--- src/rtl/reaction_pkg.sv ---
// Shared types and constants for the reaction timer display path.
// Segment codes are active-low, ordered {g,f,e,d,c,b,a}.
package reaction_pkg;

    typedef logic [3:0] bcd_t;
    typedef logic [6:0] seg_t;

    localparam seg_t SEG_0     = 7'h40;
    localparam seg_t SEG_1     = 7'h79;
    localparam seg_t SEG_2     = 7'h24;
    localparam seg_t SEG_3     = 7'h30;
    localparam seg_t SEG_4     = 7'h19;
    localparam seg_t SEG_5     = 7'h12;
    localparam seg_t SEG_6     = 7'h02;
    localparam seg_t SEG_7     = 7'h78;
    localparam seg_t SEG_8     = 7'h00;
    localparam seg_t SEG_9     = 7'h10;
    localparam seg_t SEG_DASH  = 7'h3F;
    localparam seg_t SEG_E     = 7'h06;
    localparam seg_t SEG_BLANK = 7'h7F;

    // Result value the timer reports when the subject never reacted.
    localparam logic [15:0] TIMEOUT_CODE = 16'h9999;

endpackage

--- src/rtl/bcd_to_7seg.sv ---
// Combinational BCD to active-low seven-segment decoder; non-BCD inputs show 'E'.
module bcd_to_7seg
    import reaction_pkg::*;
(
    input  bcd_t bcd,
    output seg_t seg
);

    // Table lookup; anything above 9 is flagged with the E glyph.
    always_comb begin
        seg = SEG_E;
        case (bcd)
            4'd0:    seg = SEG_0;
            4'd1:    seg = SEG_1;
            4'd2:    seg = SEG_2;
            4'd3:    seg = SEG_3;
            4'd4:    seg = SEG_4;
            4'd5:    seg = SEG_5;
            4'd6:    seg = SEG_6;
            4'd7:    seg = SEG_7;
            4'd8:    seg = SEG_8;
            4'd9:    seg = SEG_9;
            default: seg = SEG_E;
        endcase
    end

endmodule

--- src/rtl/reaction_disp_scan.sv ---
// Captures the reaction timer result digits and scans them onto a common-anode
// 4-digit seven-segment display with leading-zero blanking and a fixed decimal point.
// Optional timeout blinking is enabled by defining REACTION_DISP_BLINK_EN.
module reaction_disp_scan
    import reaction_pkg::*;
#(
    parameter int unsigned SCAN_DIV    = 100000,
    parameter int unsigned DP_POS      = 3,
    parameter int unsigned BLINK_TICKS = 64
) (
    input  logic       clk,
    input  logic       RESET_N,
    input  logic [3:0] d0,
    input  logic [3:0] d1,
    input  logic [3:0] d2,
    input  logic [3:0] d3,
    input  logic       rs_en,
    output logic [3:0] an,
    output logic [6:0] seg,
    output logic       dp
);

    localparam int unsigned PW = (SCAN_DIV > 1) ? $clog2(SCAN_DIV) : 1;

    logic [PW-1:0] pre_q;
    logic          tick;
    logic [1:0]    idx_q;
    logic          load_q;
    logic [15:0]   shadow_q;
    logic          valid_q;

    logic [3:0]    cur_digit;
    logic          higher_zero;
    logic          blank;
    logic          is_dp;
    seg_t          dec_seg;
    logic          blink_off;

    logic [3:0]    an_d;
    logic [6:0]    seg_d;
    logic          dp_d;

    assign tick = (pre_q == PW'(SCAN_DIV - 1));

    // Slot prescaler, digit index and the one-cycle-late output load strobe.
    always_ff @(posedge clk or negedge RESET_N) begin
        if (!RESET_N) begin
            pre_q  <= '0;
            idx_q  <= 2'd0;
            load_q <= 1'b0;
        end else begin
            pre_q  <= tick ? '0 : pre_q + 1'b1;
            load_q <= tick;
            if (tick) begin
                idx_q <= idx_q + 2'd1;
            end
        end
    end

    // Result capture; valid is sticky until reset.
    always_ff @(posedge clk or negedge RESET_N) begin
        if (!RESET_N) begin
            shadow_q <= 16'h0000;
            valid_q  <= 1'b0;
        end else if (rs_en) begin
            shadow_q <= {d3, d2, d1, d0};
            valid_q  <= 1'b1;
        end
    end

`ifdef REACTION_DISP_BLINK_EN
    localparam int unsigned BW = (BLINK_TICKS > 1) ? $clog2(BLINK_TICKS) : 1;

    logic [BW-1:0] blink_cnt_q;
    logic          phase_q;

    // Blink half-period counter advanced once per scan tick.
    always_ff @(posedge clk or negedge RESET_N) begin
        if (!RESET_N) begin
            blink_cnt_q <= '0;
            phase_q     <= 1'b0;
        end else if (tick) begin
            if (blink_cnt_q == BW'(BLINK_TICKS - 1)) begin
                blink_cnt_q <= '0;
                phase_q     <= ~phase_q;
            end else begin
                blink_cnt_q <= blink_cnt_q + 1'b1;
            end
        end
    end

    assign blink_off = valid_q && (shadow_q == TIMEOUT_CODE) && phase_q;
`else
    assign blink_off = 1'b0;
`endif

    // Select the current digit and decide whether it is a leading zero.
    always_comb begin
        cur_digit   = shadow_q[3:0];
        higher_zero = 1'b0;
        case (idx_q)
            2'd0: begin
                cur_digit   = shadow_q[3:0];
                higher_zero = 1'b0;
            end
            2'd1: begin
                cur_digit   = shadow_q[7:4];
                higher_zero = (shadow_q[15:4] == 12'h000);
            end
            2'd2: begin
                cur_digit   = shadow_q[11:8];
                higher_zero = (shadow_q[15:8] == 8'h00);
            end
            default: begin
                cur_digit   = shadow_q[15:12];
                higher_zero = (shadow_q[15:12] == 4'h0);
            end
        endcase
    end

    assign is_dp = (32'(idx_q) == DP_POS);
    assign blank = (idx_q != 2'd0) && !is_dp && higher_zero;

    bcd_to_7seg u_dec (
        .bcd(cur_digit),
        .seg(dec_seg)
    );

    // Next display pattern for the freshly advanced digit index.
    always_comb begin
        an_d  = ~(4'b0001 << idx_q);
        seg_d = dec_seg;
        dp_d  = !(valid_q && is_dp);
        if (!valid_q) begin
            seg_d = SEG_DASH;
        end else if (blank) begin
            seg_d = SEG_BLANK;
        end
        if (blink_off) begin
            an_d = 4'b1111;
        end
    end

    // Registered display outputs, loaded the cycle after each tick.
    always_ff @(posedge clk or negedge RESET_N) begin
        if (!RESET_N) begin
            an  <= 4'b1111;
            seg <= SEG_BLANK;
            dp  <= 1'b1;
        end else if (load_q) begin
            an  <= an_d;
            seg <= seg_d;
            dp  <= dp_d;
        end
    end

endmodule

--- config.mk ---
export PLATFORM = sky130hd
export DESIGN_NAME = reaction_disp_scan
export DESIGN_NICKNAME = d
export VERILOG_FILES = /design/src/rtl/reaction_pkg.sv /design/src/rtl/bcd_to_7seg.sv /design/src/rtl/reaction_disp_scan.sv
export SDC_FILE = /design/constraint.sdc
export NUM_CORES = 1
export LEC_CHECK = 0
export ABC_CLOCK_PERIOD_IN_PS = 2690
export BUFFER_PORTS_ARGS = -buffer_cell sky130_fd_sc_hd__buf_2
export CORE_MARGIN = 3
export CORE_UTILIZATION = 57
export CTS_CLUSTER_DIAMETER = 100
export CTS_CLUSTER_SIZE = 10
export DETAILED_ROUTE_END_ITERATION = 8
export GPL_ROUTABILITY_DRIVEN = 0
export PLACE_DENSITY = 0.77
export SLEW_MARGIN = 20
export SYNTH_ARGS = -nofsm -noshare
export SYNTH_HDL_FRONTEND = slang
export SYNTH_SLANG_ARGS = --single-unit
--- constraint.sdc ---
create_clock -name clk -period 2.69 [get_ports clk]
set_input_delay 0.1345 -clock clk [delete_from_list [all_inputs] [get_ports clk]]
set_output_delay 0.1345 -clock clk [all_outputs]
set_load 0.05 [all_outputs]
==> reports/metrics.sh, run 1 <==
STATUS='finished, final reports clean'
DIE-HEIGHT_UM=69.9
POWER.INTERNAL_mW=1.05
INITIAL_ANTENNA_VIOLATION_COUNT=0
YS_DOMINANT_REG_CELL='dfrtp_1'
LONGEST_CLK_PATH_BUFS=2
ARRIVAL_NS=2.56
ROUTED-VIA-COUNT=1606
POST_SYNTH_MOST_FREQUENT_CELLS='dfrtp_1 (37), nor2_1 (19), nand2_1 (17), mux2_2 (15), dfstp_2 (12)'
YOSYSTOPAREACELL='dfrtp_1'
SYN-NUM-NETS=236
GRT_USAGE_PCT=17.4
SYN-MEAN-INSTANCE-AREA_UM2=11.3
FF_LATCH_AREA_UM2=1240
SETUP_TOTAL_NEGATIVE_SLACK_NS=0
DIE-WIDTH_UM=69.9
WORST-SETUP-PATH-TYPE='reg2reg'
NUMBER_OF_NETS_IN_THE_LAYOUT=269
YS_FF_LATCH=49
FIN_UTIL_PCT=69.2
TIMING.HOLD.WORST.CLASS='in2reg'
CLOCK_LATENCY_NS=0.29
SYN-CELL-AREA_UM2=2330
N_FILL_CELL=287
POST_SYNTH_MAIN_AREA_CONTRIBUTORS='dfrtp_1 (40%), dfstp_2 (14%), mux2_2 (7.3%)'
CRITICAL_PATH.STARTPOINT='idx_q[0]$_DFFE_PN0N_'
GLOBALROUTE.TOTALOVERFLOW=0
POWER_DENSITY_nW_PER_UM2=514
POSTSYNTHCELLCOUNT=206
MET2_USAGE_PCT=25.5
SYNTHXORXNORAREAFRAC_PCT=6.02
LARGEST_FAMILY_OF_LOGIC_CELLS_BY_SYNTHESIZED_AREA='simple AND/OR/NAND/NOR gates'
NUMBER_OF_ENABLE_TYPE_REGISTER_CELLS_IN_THE_SYNTHESIZED_NETLIST=0
GRT_PASS1_VIAS=1538
POST_SYNTH_NUM_CELL_TYPES=38
GRT_MAX_DEGREE=50
CTS_BUFFERS=5
POWER_FRAC_COMB_PCT=8.6
DRT.ANTENNA.VIOLATING_NETS=0
CORE_REGION_AREA_UM2=3800
DRV.MAX_CAP_VIOLATION_COUNT=0
WORST-R2R-SETUP-SLACK_NS=0.35
TIGHTESTPINTRANSITION_NS=0.686
MULTIINPUTGATEAREA_UM2=1010
STARTPOINT_TYPE='register'
WORST-ENDPOINT-REQUIRED_NS=2.91
POST-ROUTE-PERIOD-UTIL_PCT=87.0
SYNTH_COMPOUND_GATE_AREA_SHARE_PCT=8.70
MUXSHAREOFSYNTHAREA_PCT=9.40
POST-SYNTH-TOP-AREA-FRACTION_PCT=39.7
INITIALDRTVIOLATIONCOUNT=118
CLOCK_SINKS=49
POWER_SWITCHING_SHARE_PCT=22.5
GRT_BUSIEST_LAYER='met1'
NET-SWITCHING-POWER_uW=304
FINALWIRELENGTH_MM=4.13
ROUTE.DETAILED.WL_PER_INST_UM=14.4
REPORT.FINAL.HOLD_VIOL_COUNT=0
SLEW_HEADROOM_PCT=52.9
TIMING.CRITICAL_PATH.FANOUT_MAX=10
NUMPORTBUFFERS=30
R2R_START='idx_q[0]$_DFFE_PN0N_'
POWER.STATIC_LEAKAGE_nW=1.21
CRIT_PATH_END='seg[4]$_DFFE_PN1P_'
DIE_AREA_UM2=4890
AREA_GROWTH_PCT=12.8
FINAL_MAX_SLEW_VIOL_COUNT=0
YOSYSSEQAREASHARE_PCT=53.3
FINAL_SETUP_VIO_COUNT=0
PATH_CLK_SLEW_NS=0.08
POST_SYNTH_FA_HA_MAJ_AREA_FRACTION_PCT=5.91
GRTUSAGEMET3_PCT=3.74
H_TREE_LVL_COUNT=2
POST_ROUTE_CELLS_DRIVE_ABOVE_1_SHARE_PCT=28.3
GRT_PASS1_WL_MM=6.99
IO_PINS=31
CTS_TREE='built'
RSZ0062_AT_GRT='false'
CLOCK-SKEW-FINAL_NS=0.00498
DIODES=0
DRT-PASS1-ITER-COUNT=5
VDD_DROP_MAX_mV=0.423
INITIAL_UTILIZATION_PCT=61.3
TYPE_OF_DESTINATION_OF_THE_CRITICAL_PATH='register'
REG2REG_TO='seg[4]$_DFFE_PN1P_'
CLOCK_NETWORK_POWER_SHARE_PCT=33.8
FMAXACHIEVABLE_GHz=0.427
SYNTH-WARNING-COUNT=0
VIASPERCELL=5.58
POWER.SHARE.SEQUENTIAL_PCT=57.6
PLACE_HPWL_MM=3.01
REMAINING_DRC_ERRORS=0
CTS_ROOT_BUFFER='clkbuf_8'
SYNTH_SIMPLE_GATE_AREA_SHARE_PCT=13.5
PERIOD_MINUS_SLACK_NS=2.34
REG2REG_DEPTH=7
MET1_USAGE_PCT=26.3
SYNTH.MOST_COMMON_CELL='dfrtp_1'
ROWS=22
POSTSYNTH.ASYNCRESETSHARE_PCT=100
[registers in the layout (all words and copies together), names as in the netlist]
register  count
an            4
seg           7
valid_q       1
load_q        1
dp            1
shadow_q     16
idx_q         2
pre_q        17
[cells by family (layout without fill, tap and decap cells)]
| group | Yosys count | after routing |
|---|---|---|
| DFF | 49 | 49 |
| AOI/OAI and AO/OA | 28 | 28 |
| and+or+nand+nor | 65 | 65 |
| buffers and inverters | 17 | 51 |
| adders and majority gates | 11 | 11 |
| xor gates and xnor gates | 16 | 16 |
| muxes | 20 | 20 |
[through the flow]
step	instances	hold WS (ns)	setup slack, ns	cell area, um2	total power, mW
after detailed placement	279	0.350	0.393	2510	0.907
final	288	0.0461	0.349	2630	1.35
after floorplan	206	-0.161	0.655	2330	0.864
after CTS	287	0.0458	0.354	2620	1.36
after global routing	288	0.0534	0.221	2630	1.41
after global placement	279	0.341	0.553	2510	0.905
[cell usage in the layout, fill, tap and decap left out, types with 2 or more instances in the layout]
master     n
ha_1      11
clkbuf_8   7
nor2_1    19
a31oi_1    2
nand4_1    2
dfstp_2   12
dfrtp_1   37
a21oi_1    2
o21ai_0    8
mux2_2    15
inv_1     11
buf_2     29
mux2i_1    5
buf_4      2
nor3_1     7
a222oi_1   4
xor2_1     8
nand2_1   17
nor4_1     2
xnor2_1    8
o22a_1     5
nand3_1    5
a211oi_1   3
and3_1     4
[area by class of cell]
| class | instances | area share (%) |
|---|---|---|
| Clock buffer | 7 | 3.66 |
| Clock inverter | 1 | 0.190 |
| Inverter | 11 | 1.57 |
| Multi-Input combinational cell | 140 | 38.6 |
| Sequential cell | 49 | 47.2 |
| Tap cell | 48 | 2.28 |
| Timing Repair Buffer | 32 | 6.47 |
[what timing repair did]
item | CTS | global route
gates resized for setup | 0 | 0
hold buffers | 0 | 1
hold endpoints to repair | 0 | 37
setup buffers | 0 | 0
[worst min path at each step]
| stage | from | endpoint | slack, ns | depth (start not counted) |
|---|---|---|---|---|
| floorplan | RESET_N | idx_q[0]$_DFFE_PN0N_ | -0.16 | 0 |
| global placement | d3[0] | shadow_q[12]$_DFFE_PN0P_ | 0.34 | 3 |
| detailed placement | d3[0] | shadow_q[12]$_DFFE_PN0P_ | 0.35 | 3 |
| CTS | RESET_N | pre_q[9]$_DFF_PN0_ | 0.05 | 1 |
| global route | d3[0] | shadow_q[12]$_DFFE_PN0P_ | 0.05 | 3 |
| finish | d3[0] | shadow_q[12]$_DFFE_PN0P_ | 0.05 | 3 |
[worst max-delay path, stage by stage, from the launching register on]
cell and delay, ns:
dfrtp_1 0.42, inv_1 0.14, ha_1 0.29, a222oi_1 0.11
mux2i_1 0.55, mux2_2 0.41, a211oi_1 0.26, nor2_1 0.08
[routing by layer]
| metal | share of wire (%) | vias up |
|---|---|---|
| li1 | - | 783 |
| met1 | 51 | 773 |
| met2 | 43 | 48 |
| met3 | 5.4 | 2 |
| met4 | 0.46 | 0 |
| met5 | 0 | - |
[power groups by stage]
stage | clock network, mW | logic [mW] | registers [mW]
2_1_floorplan | 0 | 0.0787 | 0.785
3_3_place_gp | 0 | 0.112 | 0.793
3_5_place_dp | 0 | 0.115 | 0.792
4_1_cts | 0.465 | 0.116 | 0.778
5_1_grt | 0.499 | 0.132 | 0.781
6_report | 0.456 | 0.117 | 0.779
Power figures use the tool's default switching activity.
==> run 2: changes to the inputs <==
- CELL_PAD_IN_SITES_DETAIL_PLACEMENT: not set -> 1
- CELL_PAD_IN_SITES_GLOBAL_PLACEMENT: not set -> 1
- CORE_UTILIZATION: 57 -> 45
- PLACE_DENSITY: 0.77 -> 0.76
==> run 2 against run 1 <==
Via count rose by 3.0%. Global-route usage rose by 0.66 points. Total power fell by 0.68%. Design area rose by 0.81%. Critical path depth did not move. Combinational power rose by 3%. First-iteration DRC count fell by 36%. Hold slack got worse by 0.00059 ns. Routed wire length rose by 21%.
==> reports/metrics.sh, run 2 (synthesis results as in run 1) <==
CTS_ROOT_BUFFER='clkbuf_8'
LAYOUT_COMMON_CELLS='dfrtp_1 (37), buf_2 (30), nor2_1 (19)'
AREA_GROWTH_PCT=13.7
INITIAL_ANTENNA_VIOLATION_COUNT=0
CRITPATHBUFINV=1
N_FILL_CELL=549
DIE-WIDTH_UM=78.0
CLOCK_NETWORK_POWER_SHARE_PCT=33.1
CORE_REGION_AREA_UM2=4850
BIGGESTREGSBYFLOPS='pre_q: 17 flops, shadow_q: 16 flops, seg: 7 flops'
FINAL-INSTANCE-COUNT-EXCL-FILL=308
DIODES=0
WORST-ENDPOINT-REQUIRED_NS=2.91
DRT-PASS1-ITER-COUNT=4
DRV.MAX_CAP_VIOLATION_COUNT=0
DIE_AREA_UM2=6080
GRT_USAGE_PCT=18.1
RSZ0062_AT_GRT='false'
LAYOUT_COMMONEST_CELL='dfrtp_1'
REPORT.FINAL.HOLD_VIOL_COUNT=0
GRT_MAX_DEGREE=28
STARTPOINT_TYPE='register'
IO_PINS=31
INITIAL_UTILIZATION_PCT=48.1
POST-CTS-SETUP-BUFFER-COUNT=0
CP_SLOWEST_STAGE_DELAY_NS=0.55
GRT_PASS1_VIAS=1739
CLOCK-SKEW-FINAL_NS=0.00660
FINALWIRELENGTH_MM=5.00
POWER.INTERNAL_mW=1.03
CTS_TREE='built'
CPLARGESTDELAYFAMILY='multiplexers'
FMAXACHIEVABLE_GHz=0.411
TOP_REGISTER='pre_q'
ROUTED-VIA-COUNT=1654
POWER_DENSITY_nW_PER_UM2=507
REMAINING_DRC_ERRORS=0
ROWS=25
ARRIVAL_NS=2.65
PERIOD_MINUS_SLACK_NS=2.43
STATUS='finished, final reports clean'
TIGHTESTPINTRANSITION_NS=0.694
CRIT_SLOWEST_CELL='mux2i_1'
INITIALDRTVIOLATIONCOUNT=76
SETUP_TOTAL_NEGATIVE_SLACK_NS=0
TIMING.CRITICAL_PATH.FANOUT_MAX=10
LONGEST_CLK_PATH_BUFS=2
WHS_NS=0.0455
SLEW_HEADROOM_PCT=52.4
POWER.STATIC_LEAKAGE_nW=1.20
CRIT_PATH_CELL_TRACE='inv_1, ha_1, a222oi_1, mux2i_1, mux2_2, a211oi_1, nor2_1'
CTS_BUFFERS=5
NUMPORTBUFFERS=30
TIMING.HOLD.WORST.CLASS='in2reg'
PATH_CLK_SLEW_NS=0.09
WORST-SETUP-PATH-TYPE='reg2reg'
CLOCK_SINKS=49
CLOCK_LATENCY_NS=0.30
POWER_FRAC_COMB_PCT=9.0
ROUTE.DETAILED.WL_PER_INST_UM=16.2
POST-ROUTE-PERIOD-UTIL_PCT=90.5
GLOBALROUTE.TOTALOVERFLOW=0
NET-SWITCHING-POWER_uW=317
FINAL_SETUP_VIO_COUNT=0
POWER.TOTAL_mW=1.34
DRT.ANTENNA.VIOLATING_NETS=0
NUMBER_OF_FLIP_FLOPS_IN_THE_LARGEST_REGISTER=17
FINAL_MAX_SLEW_VIOL_COUNT=0
TYPE_OF_DESTINATION_OF_THE_CRITICAL_PATH='register'
PLACE_HPWL_MM=3.76
VIASPERCELL=5.37
VDD_DROP_MAX_mV=0.225
DIE-HEIGHT_UM=78.0
PLACED_CELLS=299
POWER_SWITCHING_SHARE_PCT=23.6
H_TREE_LVL_COUNT=2
POST_ROUTE_CELLS_DRIVE_ABOVE_1_SHARE_PCT=28.2
GRT_PASS1_WL_MM=8.67
POWER.SHARE.SEQUENTIAL_PCT=58.0
NUMBER_OF_NETS_IN_THE_LAYOUT=270
-- run 2: cell count changes in the layout (fill, tap and decap cells not counted) --
cell        before  now
buf_2           29   30
clkbuf_8         7    6
clkinvlp_4       0    1
clkinv_2         1    0
clkbuf_1         0    1
-- run 2: metrics by stage --
| step | utilization (%) | setup slack, ns | cell area [um2] |
|---|---|---|---|
| floorplan | - | 0.655 | 2330 |
| global placement | 52.5 | 0.495 | 2550 |
| detailed placement | 52.5 | 0.283 | 2550 |
| CTS | 54.7 | 0.255 | 2650 |
| global route | 54.7 | 0.0898 | 2650 |
| finish | 54.7 | 0.256 | 2650 |
-- run 2: what timing repair did --
| item | in CTS | in global routing |
|---|---|---|
| hold buffers | 1 | 0 |
| gates resized for setup | 0 | 0 |
| endpoints found under the hold margin | 12 | 0 |
-- run 2: worst paths after layout --
check / cells past startpoint / slack (ns) / startpoint / endpoint
min in group asynchronous: 2 / 0.34 / RESET_N / pre_q[14]$_DFF_PN0_
max in group asynchronous: 3 / 1.57 / RESET_N / an[1]$_DFFE_PN1P_
setup / recovery: 7 / 0.26 / idx_q[0]$_DFFE_PN0N_ / seg[4]$_DFFE_PN1P_
hold / removal: 3 / 0.05 / d3[3] / shadow_q[15]$_DFFE_PN0P_
hold reg to reg: 2 / 0.47 / an[0]$_DFFE_PN1P_ / an[0]$_DFFE_PN1P_
setup reg to reg: 7 / 0.26 / idx_q[0]$_DFFE_PN0N_ / seg[4]$_DFFE_PN1P_
-- run 2: worst register-to-register path, stage by stage (launching register included) --
cell      delay [ns]
dfrtp_1         0.44
inv_1           0.14
ha_1            0.25
a222oi_1        0.14
mux2i_1         0.55
mux2_2          0.42
a211oi_1        0.33
nor2_1          0.09
-- run 2: layer usage --
metal	up-vias	global-route usage, %	routed length, um
li1	784	-	-
met1	833	25.0	2420
met2	28	28.3	2350
met3	9	3.25	144
met4	0	6.82	94
met5	-	0	0
-- run 2: area by class of cell --
class	count	area (um2)	share of cell area, %
sequential	49	1240	46.8
multi-input combinational	140	1010	38.3
timing repair buffer	33	175	6.61
clock buffer	7	86.3	3.26
tap	67	83.8	3.16
inverter	11	41.3	1.56
clock inverter	1	7.51	0.283
-- run 2: power by group through the flow --
stage | combinational (mW) | sequential (mW) | clock [mW]
2_1_floorplan | 0.0787 | 0.785 | 0
3_3_place_gp | 0.118 | 0.792 | 0
3_5_place_dp | 0.122 | 0.792 | 0
4_1_cts | 0.124 | 0.778 | 0.459
5_1_grt | 0.137 | 0.782 | 0.493
6_report | 0.121 | 0.778 | 0.444
